### src/rtl/core_ctrl_pkg.sv
// core_ctrl_pkg: shared types and encodings for the multicycle control unit.
// States, ALU op select, DP Funct commands, Op classes and mux encodings.
package core_ctrl_pkg;

  typedef enum logic [3:0] {
    S_FETCH,
    S_DECODE,
    S_EXECR,
    S_EXECI,
    S_ALUWB,
    S_MEMADR,
    S_MEMRD,
    S_MEMWR,
    S_MEMWB,
    S_BRANCH
  } state_t;

  typedef enum logic {
    ALUOP_ADD,
    ALUOP_DP
  } alu_op_t;

  localparam logic [2:0] ALU_ADD = 3'b000;
  localparam logic [2:0] ALU_SUB = 3'b001;
  localparam logic [2:0] ALU_AND = 3'b010;
  localparam logic [2:0] ALU_ORR = 3'b011;
  localparam logic [2:0] ALU_MOV = 3'b100;

  localparam logic [3:0] DP_ADD = 4'b0100;
  localparam logic [3:0] DP_SUB = 4'b0010;
  localparam logic [3:0] DP_AND = 4'b0000;
  localparam logic [3:0] DP_ORR = 4'b1100;
  localparam logic [3:0] DP_CMP = 4'b1010;
  localparam logic [3:0] DP_MOV = 4'b1101;

  localparam logic [1:0] OP_DP  = 2'b00;
  localparam logic [1:0] OP_MEM = 2'b01;
  localparam logic [1:0] OP_BR  = 2'b10;
  localparam logic [1:0] OP_BAD = 2'b11;

  localparam logic [1:0] SRCB_REG  = 2'b00;
  localparam logic [1:0] SRCB_IMM  = 2'b01;
  localparam logic [1:0] SRCB_FOUR = 2'b10;

  localparam logic [1:0] RES_ALUOUT = 2'b00;
  localparam logic [1:0] RES_RDATA  = 2'b01;
  localparam logic [1:0] RES_ALU    = 2'b10;

  localparam logic [1:0] IMM_8  = 2'b00;
  localparam logic [1:0] IMM_12 = 2'b01;
  localparam logic [1:0] IMM_24 = 2'b10;

endpackage

### src/rtl/mc_alu_decoder.sv
// mc_alu_decoder: Funct/ALUOp -> ALU select, flag-write mask, CMP, illegal.
// Ports: funct, aluop in; aluctl, flagw, cmp, illegal out (combinational).
module mc_alu_decoder
  import core_ctrl_pkg::*;
(
  input  logic [5:0] funct,
  input  alu_op_t    aluop,
  output logic [2:0] aluctl,
  output logic [1:0] flagw,
  output logic       cmp,
  output logic       illegal
);

  logic [3:0] cmd;
  logic       arith;

  assign cmd = funct[4:1];

  always_comb begin
    aluctl  = ALU_ADD;
    flagw   = 2'b00;
    cmp     = 1'b0;
    illegal = 1'b0;
    arith   = 1'b0;
    if (aluop == ALUOP_DP) begin
      case (cmd)
        DP_ADD: begin aluctl = ALU_ADD; arith = 1'b1; end
        DP_SUB: begin aluctl = ALU_SUB; arith = 1'b1; end
        DP_AND: aluctl = ALU_AND;
        DP_ORR: aluctl = ALU_ORR;
        DP_MOV: aluctl = ALU_MOV;
        DP_CMP: begin
          aluctl = ALU_SUB;
          arith  = 1'b1;
          cmp    = 1'b1;
        end
        default: illegal = 1'b1;
      endcase
      // CMP always updates all flags; others follow the S bit
      flagw = cmp ? 2'b11 : {funct[0], funct[0] & arith};
    end
  end

endmodule

### src/rtl/mc_control_unit.sv
// mc_control_unit: multicycle FSM control for the ARM-subset core.
// In: clk, reset(n), Op, Funct, Rd, CondEx, MemReady. Out: datapath controls.
module mc_control_unit
  import core_ctrl_pkg::*;
#(
  parameter int ALUCTRL_W = 3,
  parameter int WAIT_W    = 4,
  parameter int ENABLE_BL = 1
) (
  input  logic                 clk,
  input  logic                 reset,
  input  logic [1:0]           Op,
  input  logic [5:0]           Funct,
  input  logic [3:0]           Rd,
  input  logic                 CondEx,
  input  logic                 MemReady,
  output logic                 IRWrite,
  output logic                 PCWrite,
  output logic                 AdrSrc,
  output logic                 ALUSrcA,
  output logic [1:0]           ALUSrcB,
  output logic [1:0]           ResultSrc,
  output logic [1:0]           ImmSrc,
  output logic [1:0]           RegSrc,
  output logic                 RegW,
  output logic                 LinkSel,
  output logic                 MemW,
  output logic                 ByteMem,
  output logic [ALUCTRL_W-1:0] ALUControl,
  output logic [1:0]           FlagW,
  output logic                 Illegal,
  output logic                 MemFault
);

  // last stalled cycle before the timeout fires (2**WAIT_W-1 total)
  localparam logic [WAIT_W-1:0] LAST = {{(WAIT_W-1){1'b1}}, 1'b0};

  state_t            state;
  logic [WAIT_W-1:0] wcnt;
  logic [2:0]        alu_q;
  logic [1:0]        flw_q;
  logic              cmp_q;
  logic              byte_q;
  logic              ld_q;
  logic              rd15_q;
  logic              link_q;

  alu_op_t           aluop;
  logic [2:0]        dalu;
  logic [1:0]        dflw;
  logic              dcmp;
  logic              dill;
  logic              bad;
  logic              waiting;
  logic              stall;
  logic              tmo;

  assign aluop = (Op == OP_DP) ? ALUOP_DP : ALUOP_ADD;

  mc_alu_decoder u_dec (
    .funct   (Funct),
    .aluop   (aluop),
    .aluctl  (dalu),
    .flagw   (dflw),
    .cmp     (dcmp),
    .illegal (dill)
  );

  assign bad     = (Op == OP_BAD) | dill;
  assign waiting = state inside {S_FETCH, S_MEMRD, S_MEMWR};
  assign stall   = waiting & ~MemReady;
  assign tmo     = stall & (wcnt == LAST);

  always_ff @(posedge clk or negedge reset) begin
    if (!reset) begin
      state  <= S_FETCH;
      wcnt   <= '0;
      alu_q  <= ALU_ADD;
      flw_q  <= 2'b00;
      cmp_q  <= 1'b0;
      byte_q <= 1'b0;
      ld_q   <= 1'b0;
      rd15_q <= 1'b0;
      link_q <= 1'b0;
    end else begin
      wcnt <= (stall && !tmo) ? wcnt + WAIT_W'(1) : '0;
      unique case (state)
        S_FETCH: begin
          if (MemReady) state <= S_DECODE;
        end
        S_DECODE: begin
          alu_q  <= dalu;
          flw_q  <= dflw;
          cmp_q  <= dcmp;
          byte_q <= Funct[2];
          ld_q   <= Funct[0];
          rd15_q <= (Rd == 4'hF);
          link_q <= (ENABLE_BL != 0) && Funct[4];
          if (!CondEx || bad) begin
            state <= S_FETCH;
          end else begin
            unique case (Op)
              OP_DP:   state <= Funct[5] ? S_EXECI : S_EXECR;
              OP_MEM:  state <= S_MEMADR;
              default: state <= S_BRANCH;
            endcase
          end
        end
        S_EXECR, S_EXECI: state <= cmp_q ? S_FETCH : S_ALUWB;
        S_MEMADR: state <= ld_q ? S_MEMRD : S_MEMWR;
        S_MEMRD: begin
          if (MemReady) state <= S_MEMWB;
          else if (tmo) state <= S_FETCH;
        end
        S_MEMWR: begin
          if (MemReady || tmo) state <= S_FETCH;
        end
        default: state <= S_FETCH;
      endcase
    end
  end

  // outputs forced low while reset is held so an abort never writes
  always_comb begin
    IRWrite    = 1'b0;
    PCWrite    = 1'b0;
    AdrSrc     = 1'b0;
    ALUSrcA    = 1'b0;
    ALUSrcB    = SRCB_REG;
    ResultSrc  = RES_ALUOUT;
    ImmSrc     = IMM_8;
    RegSrc     = 2'b00;
    RegW       = 1'b0;
    LinkSel    = 1'b0;
    MemW       = 1'b0;
    ByteMem    = 1'b0;
    ALUControl = '0;
    FlagW      = 2'b00;
    Illegal    = 1'b0;
    MemFault   = 1'b0;
    if (reset) begin
      unique case (Op)
        OP_MEM:  ImmSrc = IMM_12;
        OP_BR:   ImmSrc = IMM_24;
        default: ImmSrc = IMM_8;
      endcase
      RegSrc   = {(Op == OP_MEM) & ~Funct[0], Op == OP_BR};
      MemFault = tmo;
      unique case (state)
        S_FETCH: begin
          ALUSrcA   = 1'b1;
          ALUSrcB   = SRCB_FOUR;
          ResultSrc = RES_ALU;
          IRWrite   = MemReady;
          PCWrite   = MemReady;
        end
        S_DECODE: begin
          ALUSrcA = 1'b1;
          ALUSrcB = SRCB_FOUR;
          Illegal = CondEx & bad;
        end
        S_EXECR, S_EXECI: begin
          ALUSrcB    = (state == S_EXECI) ? SRCB_IMM : SRCB_REG;
          ALUControl = ALUCTRL_W'(alu_q);
          FlagW      = flw_q;
        end
        S_ALUWB: begin
          RegW    = 1'b1;
          PCWrite = rd15_q;
        end
        S_MEMADR: ALUSrcB = SRCB_IMM;
        S_MEMRD, S_MEMWR: begin
          AdrSrc  = 1'b1;
          ByteMem = byte_q;
          MemW    = (state == S_MEMWR);
        end
        S_MEMWB: begin
          RegW      = 1'b1;
          ResultSrc = RES_RDATA;
          ByteMem   = byte_q;
          PCWrite   = rd15_q;
        end
        S_BRANCH: begin
          ALUSrcB   = SRCB_IMM;
          ResultSrc = RES_ALU;
          PCWrite   = 1'b1;
          RegW      = link_q;
          LinkSel   = link_q;
        end
        default: ;
      endcase
    end
  end

endmodule

### config.mk
export PLATFORM = sky130hd
export DESIGN_NAME = mc_control_unit
export DESIGN_NICKNAME = d
export VERILOG_FILES = /design/src/rtl/core_ctrl_pkg.sv /design/src/rtl/mc_alu_decoder.sv /design/src/rtl/mc_control_unit.sv
export SDC_FILE = /design/constraint.sdc
export NUM_CORES = 1
export LEC_CHECK = 0
export CAP_MARGIN = 20
export CORE_ASPECT_RATIO = 1.25
export CORE_UTILIZATION = 41
export DETAILED_ROUTE_END_ITERATION = 6
export PLACE_DENSITY = 0.75
export SLEW_MARGIN = 20
export SYNTH_ARGS = -nofsm -noshare
export SYNTH_HDL_FRONTEND = slang
export SYNTH_SLANG_ARGS = --single-unit
### constraint.sdc
create_clock -name clk -period 1.6 [get_ports clk]
set_input_delay 0.32 -clock clk [delete_from_list [all_inputs] [get_ports clk]]
set_output_delay 0.32 -clock clk [all_outputs]
set_load 0.01 [all_outputs]
==> run summary <==
gr ovfl total -> 0
Antenna Cells -> 0
initial antenna violation count -> 0
crit share post-route -> 127.2%
most frequent cell after synthesis -> nand2_1
violated checks -> setup timing
initial DRC count -> 40
Mapped Nets -> 167
max frequency -> 491.3 MHz
Switching Fraction -> 41.36%
clk sinks -> 18
Synth Register Bits -> 18
DRC violations left -> 0
non-filler cells, final -> 272
sequential share of power -> 26.0%
syn_area_per_cell -> 8.154 um^2
WP data arrival -> 1.72 ns
Post-synth EDFFs -> 0
Max Cap Violations -> 0
final hold violation count -> 0
CTS H-Tree Depth -> 1
Worst Skew -> 0.003179 ns
Via-to-Cell Ratio -> 5.485
Final #Nets -> 258
Yosys cell types -> 46
Max-slew headroom -> 80.41%
Leakage Power -> 1.094 nW
DR vias -> 1492
HP Class -> primary input to asynchronous set/reset pin
WS Path Type -> flop to output port
Final min period -> 2.036 ns
Filler cells -> 181
Skew-Pair Late Insertion Delay -> 0.30 ns
Cell Rows -> 21
Pre-Repair DR Iteration Count -> 4
critical path capture point type -> output port
routability cong. -> 0.8695
crit path from -> state[2]$_DFFE_PN0P_
area grow syn2layout -> 83.11%
Total Routing Usage GR -> 29.48%
worst vdd ir -> 0.6962 mV
WHS -> 0.1226 ns
top-area cell type share of the netlist area -> 37.08%
Setup crit end -> Illegal
FF+latch area -> 450.4 um^2
Async SR Flop Fraction -> 100.0%
Area contributors post-synth -> dfrtp_1 37%, nand2_1 6.8%, nor2_1 5.3%
vias in the first global route -> 1558
die area -> 3186 um^2
Final Setup Violations -> 25
first-pass GRT wire length -> 7.107 mm
combinational power share -> 64.9%
Die H -> 62.86 um
FF-to-FF path depth -> 6
Clock Path Buffers -> 2
port bufs -> 38
footprint of the multi-input gates -> 905.9 um^2
sequential area share after synthesis -> 37.08%
Cell Pwr Density -> 1142 nW/um^2
largest net degree at the start of global routing -> 16
Setup WS pre-CTS -> -0.7809 ns
Worst Tran Pin Value -> 0.2908 ns
starting density of the core -> 44.04%
Clock Tree Root -> clkbuf_4
core box area -> 2759 um^2
layout cells sized above 1 -> 47.90%
CP required -> 1.28 ns
Final Slew Violations -> 0
Post-DP HPWL -> 2.900 mm
clock-pin slew on the worst setup and hold paths -> 0.10 ns
cts hold-fix bufs -> 0
FF-to-FF setup slack -> -0.22 ns
DP Cell Count -> 254
die width -> 50.69 um
Routed Antenna Nets -> 0
outcome -> finished with violations
Power, Total -> 2.541 mW
Routed WL -> 4.447 mm
synth cell count leaders -> 22 x nand2_1, 18 x dfrtp_1, 17 x nor2_1
clock share of power -> 9.1%
CTS Buf Count -> 3
io pins -> 39
Synth Instances -> 149
r2r startpoint -> state[2]$_DFFE_PN0P_
Int Power -> 1.490 mW
Routed WL per cell -> 16.35 um
Reg-to-Reg End -> state[0]$_DFFE_PN0P_
RSZ-0062 raised after global routing -> yes
Ys Warns -> 0
crit start category -> flop
sw power -> 1.051 mW
area leader, netlist -> dfrtp_1
setup ws final -> -0.4356 ns
Post-synth top flop -> dfrtp_1
mapped cell area -> 1215 um^2
TritonCTS clock tree -> built
CP Max Fanout -> 3
-- how the worst min path moves through the flow --
stage / startpoint / end / slack [ns] / depth (start not counted)
after floorplan: reset / alu_q[0]$_DFFE_PN0P_ / 0.02 / 0
after global routing: reset / state[3]$_DFFE_PN0P_ / 0.13 / 2
after detailed placement: ld_q$_DFFE_PN0P_ / ld_q$_DFFE_PN0P_ / 0.46 / 2
after CTS: reset / state[0]$_DFFE_PN0P_ / 0.13 / 2
final: reset / state[3]$_DFFE_PN0P_ / 0.12 / 2
after global placement: ld_q$_DFFE_PN0P_ / ld_q$_DFFE_PN0P_ / 0.46 / 2
-- worst max-delay path, stage by stage, from the launching register on --
cell,delay [ns]
dfrtp_1,0.40
buf_6,0.12
or4b_4,0.51
inv_4,0.09
nand2_4,0.06
nor3_4,0.10
buf_2,0.14
-- power by group through the flow --
stage	logic, mW	clock network (mW)	registers, mW
2_1_floorplan	0.698	0	0.647
3_3_place_gp	1.22	0	0.649
3_5_place_dp	1.26	0	0.657
4_1_cts	1.49	0.228	0.646
5_1_grt	1.77	0.260	0.672
6_report	1.65	0.231	0.662
-- timing repair --
action | in CTS | in global routing
buffers inserted | 11 | 6
pin swaps | 11 | 10
resized for setup | 114 | 19
endpoints found under the setup margin | 29 | 31
gates cloned | 0 | 0
-- through the flow --
step	TNS [ns]	cell area, um^2	util [%]
2_1_floorplan	-0.08717	1255	-
3_3_place_gp	-14.31	1946	70.52
6_report	-5.423	2225	80.63
4_1_cts	-5.534	2137	77.46
5_1_grt	-7.391	2225	80.63
3_5_place_dp	-14.92	1946	70.52
-- registers in the layout (all words and copies together) (netlist names) --
signal and flops:
alu_q 3, byte_q 1, cmp_q 1, flw_q 2, ld_q 1, link_q 1
rd15_q 1, state 4, wcnt 4
-- area by class of cell --
type | instances | share of cell area, %
multi-input cells | 115 | 40.72
well taps | 34 | 1.912
clock buffers | 3 | 1.012
flip-flops and latches | 18 | 20.25
inverters | 7 | 1.294
repair buffers | 95 | 34.81
-- cell families (layout without fill, tap and decap cells) --
group / Yosys count / count (layout) / synth area share [%]
fa+ha+maj: 2 / 2 / 2.059
flops: 18 / 18 / 37.08
simple gates: 80 / 80 / 34.40
buf+inv: 16 / 105 / 5.560
compound gates: 24 / 24 / 14.11
mux: 2 / 2 / 1.751
xor+xnor: 7 / 7 / 5.046
-- placed cells by master (no fill, tap or decap), types with 2 or more instances in the layout --
cell type and n:
nor3_1 4, xor2_1 3, a21oi_2 3, nand2b_1 2, a32o_1 2, clkbuf_4 3, nand2b_4 3, clkdlybuf4s15_2 7
buf_4 48, nand3_1 2, dlygate4sd2_1 3, ha_1 2, dlymetal6s2s_1 3, nor3_4 3, dfrtp_1 18, a21oi_1 2
and3_1 2, nor2_1 16, xnor2_1 2, nor2b_1 2, buf_2 15, o21ai_0 4, nand3b_1 3, buf_6 9
nand4_1 2, clkdlybuf4s50_1 9, nand2_1 21, and2_1 5, inv_1 6
-- routing by layer --
metal  up-vias  part of all wire, %  routed length, um  GRT usage [%]
li1        703                    -                  -              -
met1       714                   39               1718          32.06
met2        60                   53               2362          53.83
met3        15                  4.4                197          3.893
met4         0                  3.8                168          14.93
met5         -                    0                  0              0
No activity file was read; power rests on OpenSTA's default activity.
